===== src/rtl/pdp8_pkg.sv =====
// Shared PDP-8 core definitions: word widths, fetch FSM states, reset PC.
package pdp8_pkg;

    localparam int unsigned ADDR_WIDTH = 12;
    localparam int unsigned DATA_WIDTH = 12;

    // PC value the fetch unit starts from after reset
    localparam logic [ADDR_WIDTH-1:0] START_ADDR_DEFAULT = 12'o0200;

    typedef enum logic [1:0] {
        IDLE,
        REQ,
        WAIT,
        HOLD
    } fetch_state_t;

endpackage


===== src/rtl/pdp8_fetch_unit_if.sv =====
// Fetch unit bus bundle: memory read port plus the fetch-to-decode handshake.
// The master side is the fetch unit; the slave side is memory and decode.
interface pdp8_fetch_unit_if;
    import pdp8_pkg::*;

    logic                  ifu_rd_req;
    logic [ADDR_WIDTH-1:0] ifu_rd_addr;
    logic [DATA_WIDTH-1:0] ifu_rd_data;
    logic                  if_valid;
    logic [DATA_WIDTH-1:0] if_instr;
    logic [ADDR_WIDTH-1:0] if_pc;
    logic                  id_ready;

    modport master (
        output ifu_rd_req,
        output ifu_rd_addr,
        input  ifu_rd_data,
        output if_valid,
        output if_instr,
        output if_pc,
        input  id_ready
    );

    modport slave (
        input  ifu_rd_req,
        input  ifu_rd_addr,
        output ifu_rd_data,
        input  if_valid,
        input  if_instr,
        input  if_pc,
        output id_ready
    );

endinterface


===== src/rtl/pdp8_fetch_unit.sv =====
// PDP-8 instruction fetch unit: owns the PC, issues one read at a time, waits a
// fixed latency for the data and holds the instruction until decode takes it.
module pdp8_fetch_unit
    import pdp8_pkg::*;
#(
    parameter logic [ADDR_WIDTH-1:0] START_ADDR = START_ADDR_DEFAULT,
    parameter int unsigned           RD_LATENCY = 1
) (
    input  logic                  clk,
    input  logic                  reset_n,
    input  logic                  ifu_start,
    input  logic                  ifu_halt,
    input  logic                  ex_redirect,
    input  logic [ADDR_WIDTH-1:0] ex_redirect_pc,
    pdp8_fetch_unit_if.master     bus
);

    localparam logic [2:0] LAT_INIT = 3'(RD_LATENCY);

    fetch_state_t          state_q, state_d;
    logic [ADDR_WIDTH-1:0] pc_q, pc_d;
    logic                  rd_req_q, rd_req_d;
    logic [ADDR_WIDTH-1:0] rd_addr_q, rd_addr_d;
    logic                  valid_q, valid_d;
    logic [DATA_WIDTH-1:0] instr_q, instr_d;
    logic [ADDR_WIDTH-1:0] if_pc_q, if_pc_d;
    logic                  squash_q, squash_d;
    logic [2:0]            lat_cnt_q, lat_cnt_d;
    logic                  go_req;

    // Next-state and registered-output logic for the fetch sequence
    always_comb begin
        state_d   = state_q;
        pc_d      = pc_q;
        rd_req_d  = 1'b0;
        rd_addr_d = rd_addr_q;
        valid_d   = valid_q;
        instr_d   = instr_q;
        if_pc_d   = if_pc_q;
        squash_d  = squash_q;
        lat_cnt_d = lat_cnt_q;
        go_req    = 1'b0;

        unique case (state_q)
            IDLE: begin
                // Halt wins over start; redirects are ignored while idle
                if (ifu_start && !ifu_halt) begin
                    go_req = 1'b1;
                end
            end
            REQ: begin
                lat_cnt_d = LAT_INIT;
                state_d   = WAIT;
                if (ex_redirect) begin
                    pc_d     = ex_redirect_pc;
                    squash_d = 1'b1;
                end
            end
            WAIT: begin
                lat_cnt_d = lat_cnt_q - 3'd1;
                if (lat_cnt_q == 3'd1) begin
                    // Capture edge; a redirect arriving right now also squashes
                    if (squash_q || ex_redirect) begin
                        squash_d = 1'b0;
                        if (ex_redirect) begin
                            pc_d = ex_redirect_pc;
                        end
                        if (ifu_halt) begin
                            state_d = IDLE;
                        end else begin
                            go_req = 1'b1;
                        end
                    end else begin
                        instr_d = bus.ifu_rd_data;
                        if_pc_d = pc_q;
                        valid_d = 1'b1;
                        pc_d    = pc_q + 12'd1;
                        state_d = HOLD;
                    end
                end else if (ex_redirect) begin
                    // Read keeps running to its capture edge to preserve spacing
                    pc_d     = ex_redirect_pc;
                    squash_d = 1'b1;
                end
            end
            HOLD: begin
                // Accept consumes the word; a redirect without accept drops it
                if ((bus.id_ready && valid_q) || ex_redirect) begin
                    valid_d = 1'b0;
                    if (ex_redirect) begin
                        pc_d = ex_redirect_pc;
                    end
                    if (ifu_halt) begin
                        state_d = IDLE;
                    end else begin
                        go_req = 1'b1;
                    end
                end
            end
            default: state_d = IDLE;
        endcase

        // Request issued from the final PC so a same-cycle redirect is honoured
        if (go_req) begin
            state_d   = REQ;
            rd_req_d  = 1'b1;
            rd_addr_d = pc_d;
        end
    end

    // State and output registers
    always_ff @(posedge clk or negedge reset_n) begin
        if (!reset_n) begin
            state_q   <= IDLE;
            pc_q      <= START_ADDR;
            rd_req_q  <= 1'b0;
            rd_addr_q <= '0;
            valid_q   <= 1'b0;
            instr_q   <= '0;
            if_pc_q   <= '0;
            squash_q  <= 1'b0;
            lat_cnt_q <= 3'd0;
        end else begin
            state_q   <= state_d;
            pc_q      <= pc_d;
            rd_req_q  <= rd_req_d;
            rd_addr_q <= rd_addr_d;
            valid_q   <= valid_d;
            instr_q   <= instr_d;
            if_pc_q   <= if_pc_d;
            squash_q  <= squash_d;
            lat_cnt_q <= lat_cnt_d;
        end
    end

    assign bus.ifu_rd_req  = rd_req_q;
    assign bus.ifu_rd_addr = rd_addr_q;
    assign bus.if_valid    = valid_q;
    assign bus.if_instr    = instr_q;
    assign bus.if_pc       = if_pc_q;

endmodule

===== src/flat_wrapper.sv =====
// flat-port wrapper written by rule: the top's interface ports become plain ports
module pdp8_fetch_unit_flat import pdp8_pkg::*;
#(
    parameter logic [ADDR_WIDTH-1:0] START_ADDR = START_ADDR_DEFAULT,
    parameter int unsigned           RD_LATENCY = 1
)
  (clk, reset_n, ifu_start, ifu_halt, ex_redirect, ex_redirect_pc, bus_ifu_rd_req, bus_ifu_rd_addr, bus_ifu_rd_data, bus_if_valid, bus_if_instr, bus_if_pc, bus_id_ready);
  pdp8_fetch_unit_if bus_i ();
  input  logic clk;
  input  logic reset_n;
  input  logic ifu_start;
  input  logic ifu_halt;
  input  logic ex_redirect;
  input  logic [ADDR_WIDTH-1:0] ex_redirect_pc;
  output wire logic [$bits(bus_i.ifu_rd_req)-1:0] bus_ifu_rd_req;
  output wire logic [$bits(bus_i.ifu_rd_addr)-1:0] bus_ifu_rd_addr;
  input wire logic [$bits(bus_i.ifu_rd_data)-1:0] bus_ifu_rd_data;
  output wire logic [$bits(bus_i.if_valid)-1:0] bus_if_valid;
  output wire logic [$bits(bus_i.if_instr)-1:0] bus_if_instr;
  output wire logic [$bits(bus_i.if_pc)-1:0] bus_if_pc;
  input wire logic [$bits(bus_i.id_ready)-1:0] bus_id_ready;
  assign bus_ifu_rd_req = bus_i.ifu_rd_req;
  assign bus_ifu_rd_addr = bus_i.ifu_rd_addr;
  assign bus_i.ifu_rd_data = bus_ifu_rd_data;
  assign bus_if_valid = bus_i.if_valid;
  assign bus_if_instr = bus_i.if_instr;
  assign bus_if_pc = bus_i.if_pc;
  assign bus_i.id_ready = bus_id_ready;
  pdp8_fetch_unit #(.START_ADDR(START_ADDR), .RD_LATENCY(RD_LATENCY)) u_core (.clk(clk), .reset_n(reset_n), .ifu_start(ifu_start), .ifu_halt(ifu_halt), .ex_redirect(ex_redirect), .ex_redirect_pc(ex_redirect_pc), .bus(bus_i));
endmodule

===== config.mk =====
export PLATFORM = sky130hd
export DESIGN_NAME = pdp8_fetch_unit_flat
export DESIGN_NICKNAME = d
export VERILOG_FILES = /design/src/rtl/pdp8_pkg.sv /design/src/rtl/pdp8_fetch_unit_if.sv /design/src/rtl/pdp8_fetch_unit.sv /design/src/flat_wrapper.sv
export SDC_FILE = /design/constraint.sdc
export NUM_CORES = 1
export LEC_CHECK = 0
export CAP_MARGIN = 20
export CORE_ASPECT_RATIO = 1.2
export CORE_MARGIN = 1
export CORE_UTILIZATION = 40
export CTS_BUF_LIST = sky130_fd_sc_hd__clkbuf_2 sky130_fd_sc_hd__clkbuf_4 sky130_fd_sc_hd__clkbuf_8
export DETAILED_ROUTE_END_ITERATION = 6
export GPL_ROUTABILITY_DRIVEN = 0
export PLACE_DENSITY = 0.81
export SYNTH_ARGS = -nofsm -noshare
export SYNTH_HDL_FRONTEND = slang
export SYNTH_SLANG_ARGS = --single-unit
export TNS_END_PERCENT = 100

===== constraint.sdc =====
create_clock -name clk -period 2 [get_ports clk]
set_input_delay 0.2 -clock clk [delete_from_list [all_inputs] [get_ports clk]]
set_output_delay 0.2 -clock clk [all_outputs]
set_load 0.03 [all_outputs]

# After elaboration in Yosys (flattened, before gate mapping)
# Index checks and enable logic that the tools add are counted.
# totals
ff_bits,56
inputBits,30
out_inout_bits,38
word_cells,62
# classes
addsub,2
eq_ne,10
n_mux,27
n_bitwise,1
reduce_logical,13
# op_table
cell,count
12-bit two-way mux,4
12-bit case mux with 3 select lines,1
"12-bit by 1-bit adder with 12-bit output, second input constant",1
1-bit two-way mux,12
2-bit two-way mux,5
"3-bit by 1-bit != test with 1-bit output, second input constant",2
2-bit case mux with 3 select lines,1
3-bit case mux with 2 select lines,1
3-bit AND reduction,2
"2-bit equality test, second input constant",2
"2-bit by 1-bit != test with 1-bit output, second input constant",2
1-bit case mux with 2 select lines,2
4-bit AND reduction,1
2-bit nonzero test,2
4-bit nonzero test,1
"3-bit by 1-bit equality test with 1-bit output, second input constant",1
"3-bit != test, second input constant",1
1-bit case mux with 3 select lines,1
"3-bit by 1-bit subtractor with 3-bit output, second input constant",1
"2-bit by 1-bit equality test with 1-bit output, second input constant",1
1-bit logical AND,2
2-bit zero test,1
1-bit logical OR,2
"2-bit != test, second input constant",1
3 further kinds,3

# Logic depth before layout (Yosys ltp)
# depth
depth_word,6
depth_mapped,10
depth_no_buf,8

# Least setup slack after synthesis
# OpenSTA, ideal clock, no wires.
# synth_timing
path_type,register to register
from,register u_core.lat_cnt_q[1]
to,register u_core.rd_addr_q[5] (netlist: u_core.bus.ifu_rd_addr[5])
setup_time_ns,0.125
t_arrival_ns,1.944
t_required_ns,1.875
setup_slack_ns,-0.069
stages_incl_launch_ff,9
n_path_buf,1
synth_period_minus_slack_ns,2.069
path_cell_list,dfrtp_1 inv_1 ha_1 or4b_1 buf_6 a21oi_4 nor2_1 o31a_1 mux2_4
# synth_between
elab_chain_cells,3
word_cells_on_any_way,5
classes_between,1 x eq/ne; 4 x mux
# synth_rtl
item,line,text
from (decl),pdp8_fetch_unit.sv:28,"logic [2:0] lat_cnt_q, lat_cnt_d;"
from (signal assigned),pdp8_fetch_unit.sv:132,lat_cnt_q <= lat_cnt_d;
3-bit by 1-bit equality test with 1-bit output,pdp8_fetch_unit.sv:61,if (lat_cnt_q == 3'd1) begin
12-bit two-way mux,pdp8_fetch_unit.sv:61,
12-bit case mux with 3 select lines,pdp8_fetch_unit.sv:44,unique case (state_q)
via u_core.pc_d[5],pdp8_fetch_unit.sv:21,"logic [ADDR_WIDTH-1:0] pc_q, pc_d;"
to (signal assigned),pdp8_fetch_unit.sv:127,rd_addr_q <= rd_addr_d;
to (decl),pdp8_fetch_unit.sv:23,"logic [ADDR_WIDTH-1:0] rd_addr_q, rd_addr_d;"
# The timed path passes the listed nets, and every way through them passes these cells.
# A chain may end at the register's enable or synchronous reset.

# Worst setup path after layout
# layout_timing
from,register u_core.state_q[0]
to,register u_core.rd_addr_q[5] (netlist: u_core.bus.ifu_rd_addr[5])
# layout_between
elab_chain_cells,2
word_cells_on_any_way,6
classes_between,3 x eq/ne; 2 x mux; 1 x reduce/logical
# layout_rtl
item,line,text
from (decl),pdp8_fetch_unit.sv:20,"fetch_state_t state_q, state_d;"
from (signal assigned),pdp8_fetch_unit.sv:124,state_q <= state_d;
2-bit equality test (tied with other cells),pdp8_fetch_unit.sv:44,
12-bit case mux with 3 select lines / 1-bit case mux with 3 select lines (equally long branches),pdp8_fetch_unit.sv:44,
# Several ways; a longest one is shown, not always the timed one.

==> impl_metrics.json <==
{
  "yosysTopAreaCellShare_pct": 48.46,
  "cts_tree": "built",
  "critPathTopFamily": "compound AO/OA/AOI/OAI gates",
  "dp.cells": 440,
  "numCtsBuffers": 5,
  "hpwl_um": 5031,
  "wl_per_cell_um": 15.65,
  "synth-edff-count": 0,
  "drt_iter0_markers": 189,
  "grt_use_met2_pct": 33.91,
  "cp_data_arrival_time_ns": 2.19,
  "start_kind": "flip-flop",
  "worst_pin_slew_ns": 0.5661,
  "clkSinkCount": 56,
  "endpoint_kind": "flip-flop",
  "dr.pass1.iters": 5,
  "drive_gt1_share_pct": 28.88,
  "netlist_top_cells_area": "dfrtp_1, mux2_2, ha_1, o21ai_0, nand2_1",
  "overflow": 0,
  "final_hold_viol_count": 0,
  "io_buffers": 67,
  "worstPathBufferInverterCount": 2,
  "hold_class": "input pin to async pin",
  "worstPathRequired_ns": 2.21,
  "synth_cells": 265,
  "path_cells": "inv_2, ha_4, and3b_2, o21ai_2, a311o_2, clkinvlp_4, mux2_4",
  "use_met3_pct": 3.689,
  "die_h_um": 94.31,
  "cts_root_buf": "clkbuf_8",
  "synth-main-ff-cell": "dfrtp_1",
  "whs_ns": 0.4088,
  "ant_nets": 0,
  "drc_errors": 0,
  "htree_levels": 2,
  "max_stage_delay_ns": 0.43,
  "die-area_um2": 7443,
  "path_max_fanout": 4,
  "cap_violations": 0,
  "grt_pass1_wl_um": 11680,
  "fin_cells": 461,
  "power.density_nw_per_um2": 1648,
  "final_nets": 412,
  "finalCriticalPeriod_ns": 1.987,
  "globalRouteTotalUtil_pct": 19.96,
  "setup-violations-final": 0,
  "io_pins": 68,
  "power_mw": 6.778,
  "core_area_um2": 6854,
  "period_share_pct": 99.35,
  "placed_area_um2": 3839,
  "fin_ws_ns": 0.01309,
  "clk_pin_slew_ns": 0.10,
  "final_cell_mix": "clkdlybuf4s50_1, dfrtp_1, buf_4",
  "cts_buffer_depth": 2,
  "critical_path_class": "flip-flop to flip-flop",
  "avgViaCountPerCell": 5.425,
  "rows": 33,
  "crit_slowest_cell": "a311o_2",
  "fp.dieW_um": 78.92,
  "yosysWarnings": 0,
  "synth.distinct_cells": 49,
  "syn_to_final_growth_pct": 44.80,
  "netlist_area_um2": 2840,
  "clock_latency_ns": 0.31,
  "synth-seq-area-share_pct": 49.38,
  "async_reset_ff_share_pct": 100.0,
  "syn_avg_cell_area_um2": 10.72,
  "vias": 2501,
  "ir_drop_v": 0.0009676,
  "syn_nets": 304,
  "slew_headroom_pct": 62.26,
  "routed_wl_um": 7216,
  "maxSlewViolCount": 0,
  "start_util_pct": 41.44,
  "antenna_found_initial": 0,
  "clock_skew_ns": 0.005149,
  "p_leak_nw": 1.787,
  "grt_util_met1_pct": 25.34,
  "fmax_mhz": 503.3,
  "final_common_cell": "clkdlybuf4s50_1",
  "insertedDiodeCount": 0,
  "grt_pass1_vias": 2545,
  "rsz0062_at_grt": "yes",
  "stdcell_area_um2": 4113,
  "status": "completed",
  "dp_slack_ns": -0.1826,
  "yosys.area.top_type": "dfrtp_1",
  "yosys_register_bits": 56,
  "grt-busiest-layer": "met2",
  "grt_start_max_net_pins": 34
}
## Yosys cell counts (3+ instances only)
cell type	number
mux2i_1	6
o22ai_1	3
a22oi_1	6
mux2_4	3
buf_2	3
nand3_1	9
a211oi_1	3
dfrtp_1	55
a21oi_1	10
o21ai_0	17
a31oi_1	5
inv_1	10
mux2_2	26
o31a_1	3
nand2b_1	5
nand4_1	3
or3_1	4
clkbuf_1	8
nor3_1	4
nand2_1	21
ha_1	9
nor2_1	18
## flip-flops by register name (all words and copies together) (netlist names)
name / cells
u_core.bus.if_instr: 12
u_core.bus.if_pc: 12
u_core.bus.ifu_rd_addr: 12
u_core.pc_q: 12
u_core.lat_cnt_q: 3
u_core.state_q: 2
u_core.bus.if_valid: 1
u_core.bus.ifu_rd_req: 1
u_core.squash_q: 1
## kinds of logic after synthesis
group / after synthesis / share of synthesized area, %
flops: 56 / 49.38
buf+inv: 24 / 3.568
compound gates: 62 / 14.67
fa+ha+maj: 9 / 3.965
mux: 35 / 14.01
simple gates: 76 / 13.48
xor+xnor: 3 / 0.9253
## layout make-up
cell class,instances,area (um^2)
multi-input combinational,185,1401
timing repair buffer,113,1049
inverter,11,46.29
timing repair inverter,1,7.507
sequential,56,1404
tap,87,108.9
clock inverter,2,13.76
clock buffer,6,82.58
fill,581,2741
## timing repair
action	4_1_cts	5_1_grt
setup endpoints to repair	11	14
buffers inserted	6	5
hold buffers	1	0
pin swaps	6	5
hold endpoints to repair	22	0
gates cloned	0	1
resized for setup	3	23
## worst paths after layout
path | from | end | slack, ns | cells after the start
max | u_core.state_q[0] | u_core.bus.ifu_rd_addr[5] | 0.01 | 7
min | reset_n | u_core.bus.if_instr[3] | 0.41 | 2
max reg2reg | u_core.state_q[0] | u_core.bus.ifu_rd_addr[5] | 0.01 | 7
min reg2reg | u_core.bus.if_pc[7] | u_core.bus.if_pc[7] | 0.49 | 2
max in group asynchronous | reset_n | u_core.state_q[1] | 1.00 | 3
min in group clk | u_core.bus.if_pc[7] | u_core.bus.if_pc[7] | 0.49 | 2
## stage by stage
stage / setup TNS (ns) / utilization, %
after global routing: -0.1852 / 60.00
after global placement: -0.9958 / 56.01
final: 0 / 60.00
after CTS: 0 / 58.36
after detailed placement: -1.309 / 56.01
after floorplan: -0.005091 / -
## power breakdown
part | total (mW) | internal (mW) | switching (mW)
logic | 4.10 | 1.95 | 2.15
clock network | 0.658 | 0.284 | 0.374
registers | 2.02 | 1.66 | 0.359
total | 6.78 | 3.89 | 2.88
## routing by layer
layer / vias to the layer above / share of wire (%)
li1: 1172 / -
met1: 1236 / 43
met2: 73 / 50
met3: 20 / 4.3
met4: 0 / 2.6
met5: - / 0
No activity file was read; power rests on OpenSTA's default activity.
